--- config.mk ---
export PLATFORM = sky130hd
export DESIGN_NAME = uart_tx_framer_flat
export DESIGN_NICKNAME = d
export VERILOG_FILES = /design/src/rtl/uart_tx_framer_if.sv /design/src/rtl/uart_tx_framer.sv /design/src/flat_wrapper.sv
export SDC_FILE = /design/constraint.sdc
export NUM_CORES = 1
export LEC_CHECK = 0
export CAP_MARGIN = 20
export CORE_MARGIN = 4
export CORE_UTILIZATION = 23
export CTS_BUF_LIST = sky130_fd_sc_hd__clkbuf_16
export CTS_CLUSTER_SIZE = 24
export DETAILED_ROUTE_END_ITERATION = 16
export GPL_ROUTABILITY_DRIVEN = 0
export GPL_TIMING_DRIVEN = 0
export SLEW_MARGIN = 10
export SYNTH_ARGS = -nofsm -noshare
export SYNTH_HDL_FRONTEND = slang
export SYNTH_SLANG_ARGS = --single-unit
--- constraint.sdc ---
create_clock -name clk -period 3.3 [get_ports clk]
set_input_delay 0.66 -clock clk [delete_from_list [all_inputs] [get_ports clk]]
set_output_delay 0.66 -clock clk [all_outputs]
set_load 0.01 [all_outputs]
--- src/rtl/uart_tx_framer_if.sv ---
// Byte-request / serial-line bundle between a UART transmit client and uart_tx_framer.
interface uart_tx_framer_if #(
  parameter int DATA_WIDTH     = 8,
  parameter int PRESCALE_WIDTH = 6
);
  logic [DATA_WIDTH-1:0]     p_data;
  logic                      data_valid;
  logic                      par_en;
  logic                      par_typ;
  logic [PRESCALE_WIDTH-1:0] prescale;
  logic                      tx_out;
  logic                      busy;

  modport master (
    output p_data, data_valid, par_en, par_typ, prescale,
    input  tx_out, busy
  );

  modport slave (
    input  p_data, data_valid, par_en, par_typ, prescale,
    output tx_out, busy
  );
endinterface

--- src/rtl/uart_tx_framer.sv ---
// UART transmitter: start / DATA_WIDTH data bits LSB first / optional parity / stop,
// each bit held for a latched number of clocks; tx_out and busy are registered.
module uart_tx_framer #(
  parameter int DATA_WIDTH     = 8,
  parameter int PRESCALE_WIDTH = 6
) (
  input logic             clk,
  input logic             rst,
  uart_tx_framer_if.slave bus
);

  localparam int IDX_W = (DATA_WIDTH > 1) ? $clog2(DATA_WIDTH) : 1;

  typedef enum logic [2:0] {IDLE, START, DATA, PARITY, STOP} state_t;

  state_t                    state_q, state_d;
  logic [PRESCALE_WIDTH-1:0] cnt_q, cnt_d;
  logic [PRESCALE_WIDTH-1:0] pre_q, pre_d;
  logic [IDX_W-1:0]          idx_q, idx_d;
  logic [DATA_WIDTH-1:0]     data_q, data_d;
  logic                      par_en_q, par_en_d;
  logic                      par_bit_q, par_bit_d;
  logic                      tx_q, tx_d;
  logic                      busy_q, busy_d;

  logic                      bit_done;
  logic [IDX_W-1:0]          idx_nxt;

  assign bit_done = (cnt_q == PRESCALE_WIDTH'(pre_q - PRESCALE_WIDTH'(1)));
  assign idx_nxt  = IDX_W'(idx_q + IDX_W'(1));

  always_ff @(posedge clk or negedge rst) begin
    if (!rst) begin
      state_q   <= IDLE;
      cnt_q     <= '0;
      pre_q     <= '0;
      idx_q     <= '0;
      data_q    <= '0;
      par_en_q  <= 1'b0;
      par_bit_q <= 1'b0;
      tx_q      <= 1'b1;
      busy_q    <= 1'b0;
    end else begin
      state_q   <= state_d;
      cnt_q     <= cnt_d;
      pre_q     <= pre_d;
      idx_q     <= idx_d;
      data_q    <= data_d;
      par_en_q  <= par_en_d;
      par_bit_q <= par_bit_d;
      tx_q      <= tx_d;
      busy_q    <= busy_d;
    end
  end

  always_comb begin
    state_d   = state_q;
    cnt_d     = cnt_q;
    pre_d     = pre_q;
    idx_d     = idx_q;
    data_d    = data_q;
    par_en_d  = par_en_q;
    par_bit_d = par_bit_q;
    tx_d      = tx_q;
    busy_d    = busy_q;

    if (state_q == IDLE) begin
      // Parity is fixed at acceptance so later par_typ changes cannot leak into the frame.
      if (bus.data_valid && (bus.prescale != '0)) begin
        data_d    = bus.p_data;
        par_en_d  = bus.par_en;
        par_bit_d = (^bus.p_data) ^ bus.par_typ;
        pre_d     = bus.prescale;
        cnt_d     = '0;
        idx_d     = '0;
        tx_d      = 1'b0;
        busy_d    = 1'b1;
        state_d   = START;
      end
    end else if (!bit_done) begin
      cnt_d = PRESCALE_WIDTH'(cnt_q + PRESCALE_WIDTH'(1));
    end else begin
      cnt_d = '0;
      unique case (state_q)
        START: begin
          state_d = DATA;
          idx_d   = '0;
          tx_d    = data_q[0];
        end
        DATA: begin
          if (idx_q == IDX_W'(DATA_WIDTH - 1)) begin
            if (par_en_q) begin
              state_d = PARITY;
              tx_d    = par_bit_q;
            end else begin
              state_d = STOP;
              tx_d    = 1'b1;
            end
          end else begin
            idx_d = idx_nxt;
            tx_d  = data_q[idx_nxt];
          end
        end
        PARITY: begin
          state_d = STOP;
          tx_d    = 1'b1;
        end
        STOP: begin
          state_d = IDLE;
          busy_d  = 1'b0;
          tx_d    = 1'b1;
        end
        default: begin
          state_d = IDLE;
          busy_d  = 1'b0;
          tx_d    = 1'b1;
        end
      endcase
    end
  end

  assign bus.tx_out = tx_q;
  assign bus.busy   = busy_q;

endmodule

--- src/flat_wrapper.sv ---
// flat-port wrapper written by rule: the top's interface ports become plain ports
module uart_tx_framer_flat 
#(
  parameter int DATA_WIDTH     = 8,
  parameter int PRESCALE_WIDTH = 6
)
  (clk, rst, bus_p_data, bus_data_valid, bus_par_en, bus_par_typ, bus_prescale, bus_tx_out, bus_busy);
  uart_tx_framer_if #(.DATA_WIDTH(DATA_WIDTH), .PRESCALE_WIDTH(PRESCALE_WIDTH)) bus_i ();
  input logic clk;
  input logic rst;
  input wire logic [$bits(bus_i.p_data)-1:0] bus_p_data;
  input wire logic [$bits(bus_i.data_valid)-1:0] bus_data_valid;
  input wire logic [$bits(bus_i.par_en)-1:0] bus_par_en;
  input wire logic [$bits(bus_i.par_typ)-1:0] bus_par_typ;
  input wire logic [$bits(bus_i.prescale)-1:0] bus_prescale;
  output wire logic [$bits(bus_i.tx_out)-1:0] bus_tx_out;
  output wire logic [$bits(bus_i.busy)-1:0] bus_busy;
  assign bus_i.p_data = bus_p_data;
  assign bus_i.data_valid = bus_data_valid;
  assign bus_i.par_en = bus_par_en;
  assign bus_i.par_typ = bus_par_typ;
  assign bus_i.prescale = bus_prescale;
  assign bus_tx_out = bus_i.tx_out;
  assign bus_busy = bus_i.busy;
  uart_tx_framer #(.DATA_WIDTH(DATA_WIDTH), .PRESCALE_WIDTH(PRESCALE_WIDTH)) u_core (.clk(clk), .rst(rst), .bus(bus_i));
endmodule
==> metrics.md, run 1 <==
| Metric | Value |
|---|---|
| Fmax | 0.359 GHz |
| Critical Path AT | approximately 3.0 ns |
| Largest net degree at the start of global routing | 31 |
| Post-DRT Antenna Nets | 0 |
| I/O Buffers | 20 |
| Crit. End Element | flop |
| Post-layout instance area | ~2100 sq um |
| Reg2Reg Depth | 6 |
| Final core occ | 30.6% |
| Post-synth top area cell | dfrtp_1 |
| Pre-CTS WS | between 0.2 and 0.25 ns |
| Setup slack after layout | 0.513 ns |
| Synth Area in Adders | under 10% |
| EDFF count, synth | 0 |
| Final net count | 199 |
| Metal1 wirelength | 1620 microns |
| Max incr delay on CP | 0.52 ns |
| IO Count | 21 |
| Vias per std cell | approximately 4.5 |
| Total grt overflow | 0 |
| Largest family of logic cells by synthesized area | multiplexers |
| Reg2reg setup slack | ~0.59 ns |
| Die Ht | 92.9 microns |
| CP startpoint | bus_prescale[1] |
| CP max-delay cell | or4_1 |
| Die X | roughly 93 microns |
| Flops & latches, synth | 30 |
| Core Area | slightly below 7000 sq um |
| Critical path type | in2reg |
| Peak supply drop | 0.000258 V |
| H-tree levels | 2 |
| Post-synthesis mux area share | between 10% and 20% |
| Placed Area | 1970 sq um |
| Setup Viol. Count Final | 0 |
| Met2 wire length | between 1500 and 2000 microns |
| Row cnt | 30 |
| Drt first pass iters | 5 |
| Netlist Area Pre-Place | roughly 1700 sq um |
| Starting DRT DRC Count | 68 |
| Slew margin rel. | 54.5% |
| MaxCap Viol Count | 0 |
| R2r endpoint | u_core.cnt_q[2] |
| Actual slew at the worst max-slew pin | approximately 0.68 ns |
| GRT Overall Usage | between 8 and 9% |
| Post-CTS Setup Bufs | 0 |
| Worst Path Max Fanout | 10 |
| Post-Syn Area per Cell | roughly 11 sq um |
| Number of global-route vias before repair | roughly 1,300 |
| Total CTS buffers | 5 |
| Highest routed layer | met4 |
| Post-synth top area share | 43.8% |
| Final hold violation count | 0 |
| Clock Tree Buf Depth | 2 |
| Fillers | 743 |
| Avg WL per Cell | ~12 microns |
| Root Buffer | clkbuf_16 |
| Startpoint Class | input port |
| CTS tree | yes |
| CP bufs+invs | 2 |
| Post-Route Skew | around 0.0028 ns |
| Synth async-reset ratio | 100% |
| Reg2reg start | u_core.pre_q[0] |
| Post-Synth Simple-Gate Area | between 10% and 20% |
| Final Max Slew Viols | 0 |
| Seq/Total Area, Yosys | approximately 45% |
| Compound-cell area share of the yosys netlist | roughly an eighth |
| Distinct cells, synth | 39 |
| Layout cell share with drive strength beyond 1 | 17.5% |
| Top post-synthesis cells by area | dfrtp_1 44%, mux2_2 11%, xnor2_1 6.9%, o21ai_0 3.3%, ha_1 3.0% |
| Via count | around 1,200 |
| Type of the worst min-delay path | in2async |
| Run status | complete, no violations |
| DIE AREA | roughly 8600 sq um |
| PwrDens | around 840 nW/um^2 |
| Final period utilization | 84.4% |
| Setup tns final | 0 ns |
| Skew-Pair Late Insertion Delay | 0.27 ns |
| Global-route wire length before repair | a little over 6000 microns |
| Leak | around 0.85 nW |
| Synth Area in XOR/XNOR | under 10% |
| Hold-fix buffers at CTS | 0 |
| Ys Warns | 0 |
| DP HPWL | between 2000 and 3000 microns |
| CP Data Required Time | 3.51 ns |
| Design Power | 1.77 mW |
| Drc violations | 0 |
| Post-CTS Resized | 0 |
| Post-Synthesis Cells | 149 |
| Crit-path leading delay family | buffers and inverters |
| Detailed Route WL | 3400 microns |
| # diodes | 0 |
| Primary FF master, synth | dfrtp_1 |
| Total length of routed met3 wires | roughly 74 microns |
| Total clock sinks | 30 |
| Worst path cell trace | clkdlybuf4s50_1 -> or4_1 -> o31a_1 -> nand2_1 -> clkbuf_1 -> o31ai_1 -> nand3b_1 -> a22o_1 |
| Initial antenna violation count | 0 |
| Layout Area Growth over Synthesis | 27.6% |
| Syn nets | around 170 |
| Clock-pin slew on the worst setup and hold paths | ~0.050 ns |
| RSZ-0062 raised after global routing | false |
| Initial Utilization | a little under a quarter |
| Minimum clock period after layout | around 2.8 ns |
==> cell usage in the layout (no fill, tap or decap), drive strengths merged, types with 3 or more instances in the layout <==
cell,count
or4,3
nand2,4
o31ai,3
o21ai,11
or3,6
nor2b,3
ha,4
mux2,16
inv,6
dfrtp,29
clkdlybuf4s50,19
a31oi,5
xnor2,13
nor2,7
a21oi,4
clkbuf,11
==> worst max path at each step <==
stage | slack (ns) | end | depth (start not counted)
after floorplan | 0.81 | u_core.state_q[1] | 6
after global placement | 0.16 | u_core.idx_q[0] | 8
after detailed placement | 0.22 | u_core.idx_q[1] | 8
after CTS | 0.47 | u_core.idx_q[2] | 8
after global routing | 0.34 | u_core.idx_q[2] | 8
final | 0.51 | u_core.idx_q[1] | 8
==> cell families after synthesis <==
| family | after synthesis |
|---|---|
| AOI/OAI and AO/OA | 33 |
| DFF | 30 |
| xor gates and xnor gates | 14 |
| and+or+nand+nor | 36 |
| buffers and inverters | 13 |
| adders and majority gates | 4 |
| muxes | 19 |
==> state kept, by name, summed over array words and instances (netlist names), 3 cells and up <==
| register | flops |
|---|---|
| u_core.cnt_q | 6 |
| u_core.pre_q | 6 |
| u_core.idx_q | 3 |
| u_core.data_q | 8 |
| u_core.state_q | 3 |
==> layer usage <==
layer | vias up | GRT usage, %
li1 | 605 | -
met1 | 590 | 11.7
met2 | 20 | 14.0
met3 | 5 | 1.71
met4 | 0 | 4.03
met5 | - | 0
==> layout make-up <==
type                            instances  area, sq um  area share (%)
Clock inverter                          3         16.3           0.770
Tap cell                               96          120            5.68
Sequential cell                        30          752            35.6
Multi-Input combinational cell        106          848            40.1
Buffer                                  7         33.8            1.60
Timing Repair Buffer                   20          195            9.24
Inverter                                6         22.5            1.07
Clock buffer                            5          125            5.92
==> stage by stage <==
step	hold WS, ns	cells
after floorplan	0.364	149
after global placement	0.468	265
after detailed placement	0.481	265
after CTS	0.459	273
after global routing	0.480	273
final	0.427	273
==> report_power, final <==
part | internal (mW) | total [mW] | switching, mW
Sequential | 0.520 | 0.651 | 0.131
Combinational | 0.379 | 0.693 | 0.314
Clock | 0.274 | 0.428 | 0.154
Total | 1.17 | 1.77 | 0.599
==> synthesized netlist by cell type (2+ instances only) <==
cell,n
o31ai_1,3
mux4_2,2
nand2_1,4
a22o_1,2
nor4b_1,2
or3_1,6
inv_1,6
mux2_2,16
ha_1,4
xnor2_1,13
a21oi_1,4
nor2_1,7
dfrtp_1,29
nand3_1,2
nor3_1,2
o21ai_0,11
or4_1,3
nor2b_1,3
clkbuf_1,6
a31oi_1,5
No activity file was read; power rests on OpenSTA's default activity.
==> inputs of run 2 (changes only) <==
Clock period 3.3 ns to 2.7 ns, I/O delays scaled along.
==> run 2 against run 1 <==
  * Clock-buffer cell count unchanged
  * Final area about the same
  * Largest cell class unchanged
  * Register-to-register slack worse by 0.49 ns
  * Setup slack worse by 0.41 ns
  * Hold slack worse by 0.12 ns
  * Clock skew up 0.00085 ns
  * Combinational power up 23%
==> metrics.md, run 2 (synthesis results as in run 1) <==
| Metric | Value |
|---|---|
| Run status | complete, no violations |
| DIE AREA | 8620 sq um (unchanged) |
| Initial antenna violation count | 0 (unchanged) |
| Starting DRT DRC Count | 63 (-7.4%) |
| Actual slew at the worst max-slew pin | 0.684 ns (+0.000901 ns) |
| Setup tns final | 0 ns (unchanged) |
| Setup Viol. Count Final | 0 (unchanged) |
| Vias per std cell | 4.46 (-0.25%) |
| Slew margin rel. | 54.4% (-0.060 points) |
| CP startpoint | u_core.pre_q[0] |
| Fmax | around 0.39 GHz |
| Worst path cell trace | or4_1 -> or3_1 -> a2111o_1 -> or2_4 -> buf_6 -> a221o_1 |
| Detailed Route WL | 3410 microns (+0.38%) |
| Crit. End Element | flop |
| Avg WL per Cell | 12.5 microns (+0.38%) |
| Peak supply drop | 0.000314 V (+21%) |
| Startpoint Class | flop |
| CP max-delay cell | or4_1 |
| Number of global-route vias before repair | 1,260 (unchanged) |
| Fillers | 744 (+0.13%) |
| Design Power | 2.17 mW (+22%) |
| Final net count | 199 (unchanged) |
| CP bufs+invs | 1 (-1) |
| CTS tree | yes |
| Most common cell after layout, fill and taps aside | dfrtp_1 |
| Via count | 1,217 (-0.25%) |
| Die X | 92.9 microns (unchanged) |
| Total clock sinks | 30 (unchanged) |
| Reg2reg start | u_core.pre_q[0] |
| Drc violations | 0 (unchanged) |
| Total CTS buffers | 5 (unchanged) |
| Hold-fix buffers at CTS | 0 (unchanged) |
| Leak | 0.854 nW (+0.27%) |
| IO Count | 21 (unchanged) |
| Worst Path Max Fanout | 10 (unchanged) |
| Biggest register | u_core.data_q |
| Layout Area Growth over Synthesis | 27.6% (about the same) |
| Placed Area | 1970 sq um (unchanged) |
| Max incr delay on CP | 0.54 ns (+0.02 ns) |
| Commonest non-fill, non-tap cells in the layout | 29 x dfrtp_1, 19 x clkdlybuf4s50_1, 16 x mux2_2 |
| Core Area | 6910 sq um (unchanged) |
| Root Buffer | clkbuf_16 |
| Initial Utilization | 24.0% (unchanged) |
| Max reg flops | 8 (unchanged) |
| Die Ht | 92.9 microns (unchanged) |
| Drt first pass iters | 4 (-1) |
| Final hold violation count | 0 (unchanged) |
| Post-CTS Setup Bufs | 0 (unchanged) |
| Layout cell share with drive strength beyond 1 | 18.1% (+0.56 points) |
| Post-Route Skew | 0.00369 ns (+0.000850 ns) |
| Row cnt | 30 (unchanged) |
| Clock Tree Buf Depth | 2 (unchanged) |
| Min Hold Slack | 0.309 ns (-0.118 ns) |
| Global-route wire length before repair | 6050 microns (unchanged) |
| # diodes | 0 (unchanged) |
| Type of the worst min-delay path | in2async |
| Total grt overflow | 0 (unchanged) |
| Final Max Slew Viols | 0 (unchanged) |
| Critical path type | reg2reg |
| GRT Overall Usage | 8.88% (unchanged) |
| PwrDens | 1030 nW/um^2 (+22%) |
| MaxCap Viol Count | 0 (unchanged) |
| Final period utilization | 96.1% |
| Critical Path AT | 2.75 ns (-0.25 ns) |
| Skew-Pair Late Insertion Delay | 0.27 ns (about the same) |
| Largest net degree at the start of global routing | 31 (unchanged) |
| Crit-path leading delay family | simple AND/OR/NAND/NOR gates |
| H-tree levels | 2 (unchanged) |
| Minimum clock period after layout | approximately 2.6 ns |
| CP Data Required Time | 2.86 ns (-0.65 ns) |
| Biggest regs | u_core.data_q: 8 flops, u_core.cnt_q: 6 flops, u_core.pre_q: 6 flops |
| Clock-pin slew on the worst setup and hold paths | 0.05 ns (about the same) |
| Post-layout instance area | 2110 sq um (about the same) |
| DP HPWL | 2570 microns (unchanged) |
| Post-DRT Antenna Nets | 0 (unchanged) |
| I/O Buffers | 20 (unchanged) |
| RSZ-0062 raised after global routing | false |
## run 2: cell types whose count changed in the layout (fill, tap and decap cells not counted)
cell,delta
clkbuf_1,-1
clkbuf_2,+1
o21ai_0,-1
o21ai_1,+1
## run 2: area by class of cell
type / count / area [sq um] / share of cell area, %
Clock buffer: 5 / 125 / 5.92
Tap cell: 96 / 120 / 5.68
Timing Repair Buffer: 20 / 195 / 9.23
Inverter: 6 / 22.5 / 1.07
Clock inverter: 3 / 16.3 / 0.769
Multi-Input combinational cell: 106 / 848 / 40.1
Sequential cell: 30 / 752 / 35.6
Buffer: 7 / 35.0 / 1.66
## run 2: power breakdown
group | switching [mW] | internal [mW] | total [mW]
Clock | 0.187 | 0.335 | 0.522
Combinational | 0.386 | 0.464 | 0.850
Sequential | 0.160 | 0.636 | 0.796
## run 2: worst paths after layout
kind,slack (ns),cells after the start,endpoint
worst min register to register,0.50,2,u_core.par_bit_q
worst min-delay path,0.31,1,u_core.pre_q[3]
max in group asynchronous,1.95,1,u_core.state_q[1]
worst max register to register,0.10,6,u_core.state_q[1]
worst max-delay path,0.10,6,u_core.state_q[1]
min in group clk,0.50,2,u_core.par_bit_q
## run 2: through the flow
stage | cells | util [%] | setup WS, ns
after floorplan | 149 | - | 0.208
after global placement | 265 | 28.6 | -0.318
after detailed placement | 265 | 28.6 | -0.261
after CTS | 273 | 30.6 | 0.00934
after global routing | 273 | 30.6 | 0.00869
final | 273 | 30.6 | 0.105
## run 2: timing repair
action,CTS,global route
hold endpoints to repair,0,0
pin swaps,0,1
endpoints found under the setup margin,1,10
resized for setup,1,1
## run 2: worst register-to-register path, stage by stage, from the launching register on
cell and delay (ns):
dfrtp_1 0.42, or4_1 0.54, or3_1 0.33, a2111o_1 0.43, or2_4 0.28, buf_6 0.15, a221o_1 0.33
## run 2: per-layer routing
metal	wire (microns)	part of all wire (%)	track usage (%)
met1	1640	48	11.7
met2	1640	48	14.0
met3	66	1.9	1.71
met4	73	2.1	4.03
met5	0	0	0
==> inputs of run 3 (changes only) <==
Settings changed: CELL_PAD_IN_SITES_DETAIL_PLACEMENT set to 0, CELL_PAD_IN_SITES_GLOBAL_PLACEMENT set to 2, CORE_MARGIN 4 to unset, PLACE_DENSITY_LB_ADDON set to 0.1.
Clock period 2.7 ns to 2.45 ns, I/O delays scaled along.
==> run 3 against run 2 <==
  * The run now ends with setup timing left
  * Critical path type unchanged
  * Combinational power up 26%
  * Non-clock buffer count up 4
  * Clock power is 31% higher
  * Clock skew is 0.0028 ns higher
  * Via count up 2.4%
==> metrics.md, run 3 (synthesis results as in run 1) <==
| Metric | Value |
|---|---|
| Clock-pin slew on the worst setup and hold paths | 0.06 ns (about the same) |
| CTS tree | yes |
| Critical path type | reg2reg |
| Starting DRT DRC Count | 19 (-70%) |
| Drt first pass iters | 4 (unchanged) |
| Failing checks | setup timing |
| H-tree levels | 2 (unchanged) |
| Layout cell share with drive strength beyond 1 | 21.1% (+3.0 points) |
| Die Ht | 86.9 microns (-6.5%) |
| CP max-delay cell | or4_4 |
| Area occupied by multi-input gates | 860 sq um (+1.3%) |
| Setup tns final | -0.264 ns (-0.264 ns) |
| Top Usage Layer GRT | met2 |
| CP bufs+invs | 1 (unchanged) |
| CP Data Required Time | 2.60 ns (-0.26 ns) |
| RSZ-0062 raised after global routing | true |
| Leak | 0.895 nW (+4.8%) |
| Final period utilization | 105% (+8.5 points) |
| Worst path cell trace | or4_4 -> or3_1 -> a2111o_1 -> or2_4 -> buf_8 -> a221o_1 |
| Reg power frac | 33.0% (-3.7 points) |
| Biggest register | u_core.data_q |
| DIE AREA | 7550 sq um (-13%) |
| Core Area | 6870 sq um (-0.54%) |
| Net Sw Frac | 33.2% (-0.57 points) |
| Crit. End Element | flop |
| P_sw | 0.870 mW (+19%) |
| Skew-Pair Late Insertion Delay | 0.27 ns (about the same) |
| Type of the worst min-delay path | in2async |
| Initial Utilization | 24.1% (+0.13 points) |
| Slew margin rel. | 50.7% (-3.8 points) |
| Final Max Slew Viols | 0 (unchanged) |
| Post-DRT Antenna Nets | 0 (unchanged) |
| Root Buffer | clkbuf_16 |
| Peak supply drop | 0.000389 V (+24%) |
| Final hold violation count | 0 (unchanged) |
| Hold-fix buffers at CTS | 0 (unchanged) |
| Minimum clock period after layout | 2.56 ns (-0.0311 ns) |
| M2 GR Usage | 20.8% (+6.9 points) |
| Run status | finished with violations |
| Startpoint Class | flop |
| Worst Path Max Fanout | 10 (unchanged) |
| Post-Route Skew | 0.00647 ns (+0.00278 ns) |
| Met1 Resource Use GR | 15.3% (+3.6 points) |
| Total clock sinks | 30 (unchanged) |
| Sequential cell area | 752 sq um (unchanged) |
| Avg WL per Cell | 14.6 microns (+17%) |
| GRT Overall Usage | 12.2% (+3.4 points) |
| MaxCap Viol Count | 0 (unchanged) |
| Row cnt | 30 (unchanged) |
| Clock Tree Buf Depth | 2 (unchanged) |
| PwrDens | 1200 nW/um^2 (+17%) |
| Logic gate share of total power | 40.8% (+1.6 points) |
| Actual slew at the worst max-slew pin | 0.740 ns (+0.0563 ns) |
| Number of global-route vias before repair | 1,363 (+8.2%) |
| Critical Path AT | 2.72 ns (-0.03 ns) |
| Max incr delay on CP | 0.54 ns (about the same) |
| Total CTS buffers | 5 (unchanged) |
| Initial antenna violation count | 0 (unchanged) |
| Largest net degree at the start of global routing | 31 (unchanged) |
| Final net count | 203 (+2.0%) |
| Die X | 86.9 microns (-6.5%) |
| Vias per std cell | 4.51 (+1.3%) |
| Layout Area Growth over Synthesis | 31.6% |
| Clk pwr share | 26.2% (+2.1 points) |
| Setup Viol. Count Final | 9 (+9) |
| Fmax | 0.390 GHz (+1.2%) |
| # diodes | 0 (unchanged) |
| Max reg flops | 8 (unchanged) |
| Commonest non-fill, non-tap cells in the layout | 29 x dfrtp_1, 19 x clkdlybuf4s50_1, 15 x mux2_2 |
| Biggest regs | u_core.data_q: 8 flops, u_core.cnt_q: 6 flops, u_core.pre_q: 6 flops |
| Via count | 1,246 (+2.4%) |
| Most common cell after layout, fill and taps aside | dfrtp_1 |
| DP HPWL | 2880 microns (+12%) |
| I/O Buffers | 20 (unchanged) |
| Fillers | 703 (-5.5%) |
| Setup slack after layout | -0.114 ns (-0.219 ns) |
| Total grt overflow | 0 (unchanged) |
| IO Count | 21 (unchanged) |
| Drc violations | 0 (unchanged) |
| Met3 Use GR | 2.75% (+1.0 points) |
| Detailed Route WL | 4030 microns (+18%) |
| Crit-path leading delay family | simple AND/OR/NAND/NOR gates |
| Int Power | 1.75 mW (+22%) |
| Global-route wire length before repair | 6890 microns (+14%) |
| Design Power | 2.62 mW (+21%) |
==> run 3: cell count changes in the layout (fill, tap and decap cells not counted), sizes merged <==
cell      change
bufinv        +1
clkinv        -1
clkinvlp      -1
buf           +4
==> run 3: worst register-to-register path: cells and delay by family, from the launching register on <==
family / cells / cell delay, ns
flip-flops: 1 / 0.39
AND/OR/NAND/NOR: 3 / 1.14
buffers and inverters: 1 / 0.15
AO/OA/AOI/OAI: 2 / 0.76
==> run 3: layer usage <==
layer  routed length [microns]  part of all wire [%]  up-vias
met4                        57                   1.4        0
met5                         0                     0        -
met2                      2000                    50       15
met3                       105                   2.6        6
li1                          -                     -      612
met1                      1870                    46      613
==> run 3: power groups by stage <==
| stage | clock network [mW] | registers [mW] | logic, mW |
|---|---|---|---|
| floorplan | 0 | 0.835 | 0.741 |
| global placement | 0 | 0.884 | 0.950 |
| detailed placement | 0 | 0.893 | 0.966 |
| CTS | 0.715 | 0.873 | 1.06 |
| global route | 0.737 | 0.896 | 1.20 |
| finish | 0.685 | 0.863 | 1.07 |
==> run 3: per-stage QoR <==
step	hold slack (ns)	instance area (sq um)	std cells	setup WS [ns]	util (%)
final	0.279	2180	276	-0.114	31.7
after global routing	0.340	2180	276	-0.200	31.7
after detailed placement	0.486	1970	265	-0.532	28.7
after global placement	0.479	1980	265	-0.523	28.8
after floorplan	0.194	1660	149	0.00195	-
after CTS	0.309	2170	275	-0.141	31.5
==> run 3: path summary, 6_finish.rpt <==
| path | from | to | cells past startpoint | slack [ns] |
|---|---|---|---|---|
| setup reg to reg | u_core.pre_q[1] | u_core.state_q[1] | 6 | -0.11 |
| hold / removal | rst | u_core.pre_q[3] | 1 | 0.28 |
| min in group clk | u_core.par_bit_q | u_core.par_bit_q | 2 | 0.49 |
| max in group asynchronous | rst | u_core.state_q[2] | 1 | 1.70 |
| setup / recovery | u_core.pre_q[1] | u_core.state_q[1] | 6 | -0.11 |
| hold reg to reg | u_core.par_bit_q | u_core.par_bit_q | 2 | 0.49 |
==> run 3: layout make-up <==
type                            instances  area share [%]
Clock inverter                          2            1.55
Buffer                                  7            1.95
Inverter                                6            1.03
Timing Repair Buffer                   24            10.3
Clock buffer                            5            5.74
Sequential cell                        30            34.5
Multi-Input combinational cell        106            39.4
Tap cell                               96            5.51
==> run 3: repair_timing <==
action | 4_1_cts | 5_1_grt
setup endpoints to repair | 28 | 22
pin swaps | 6 | 2
buffers inserted | 3 | 1
gates resized for setup | 10 | 3
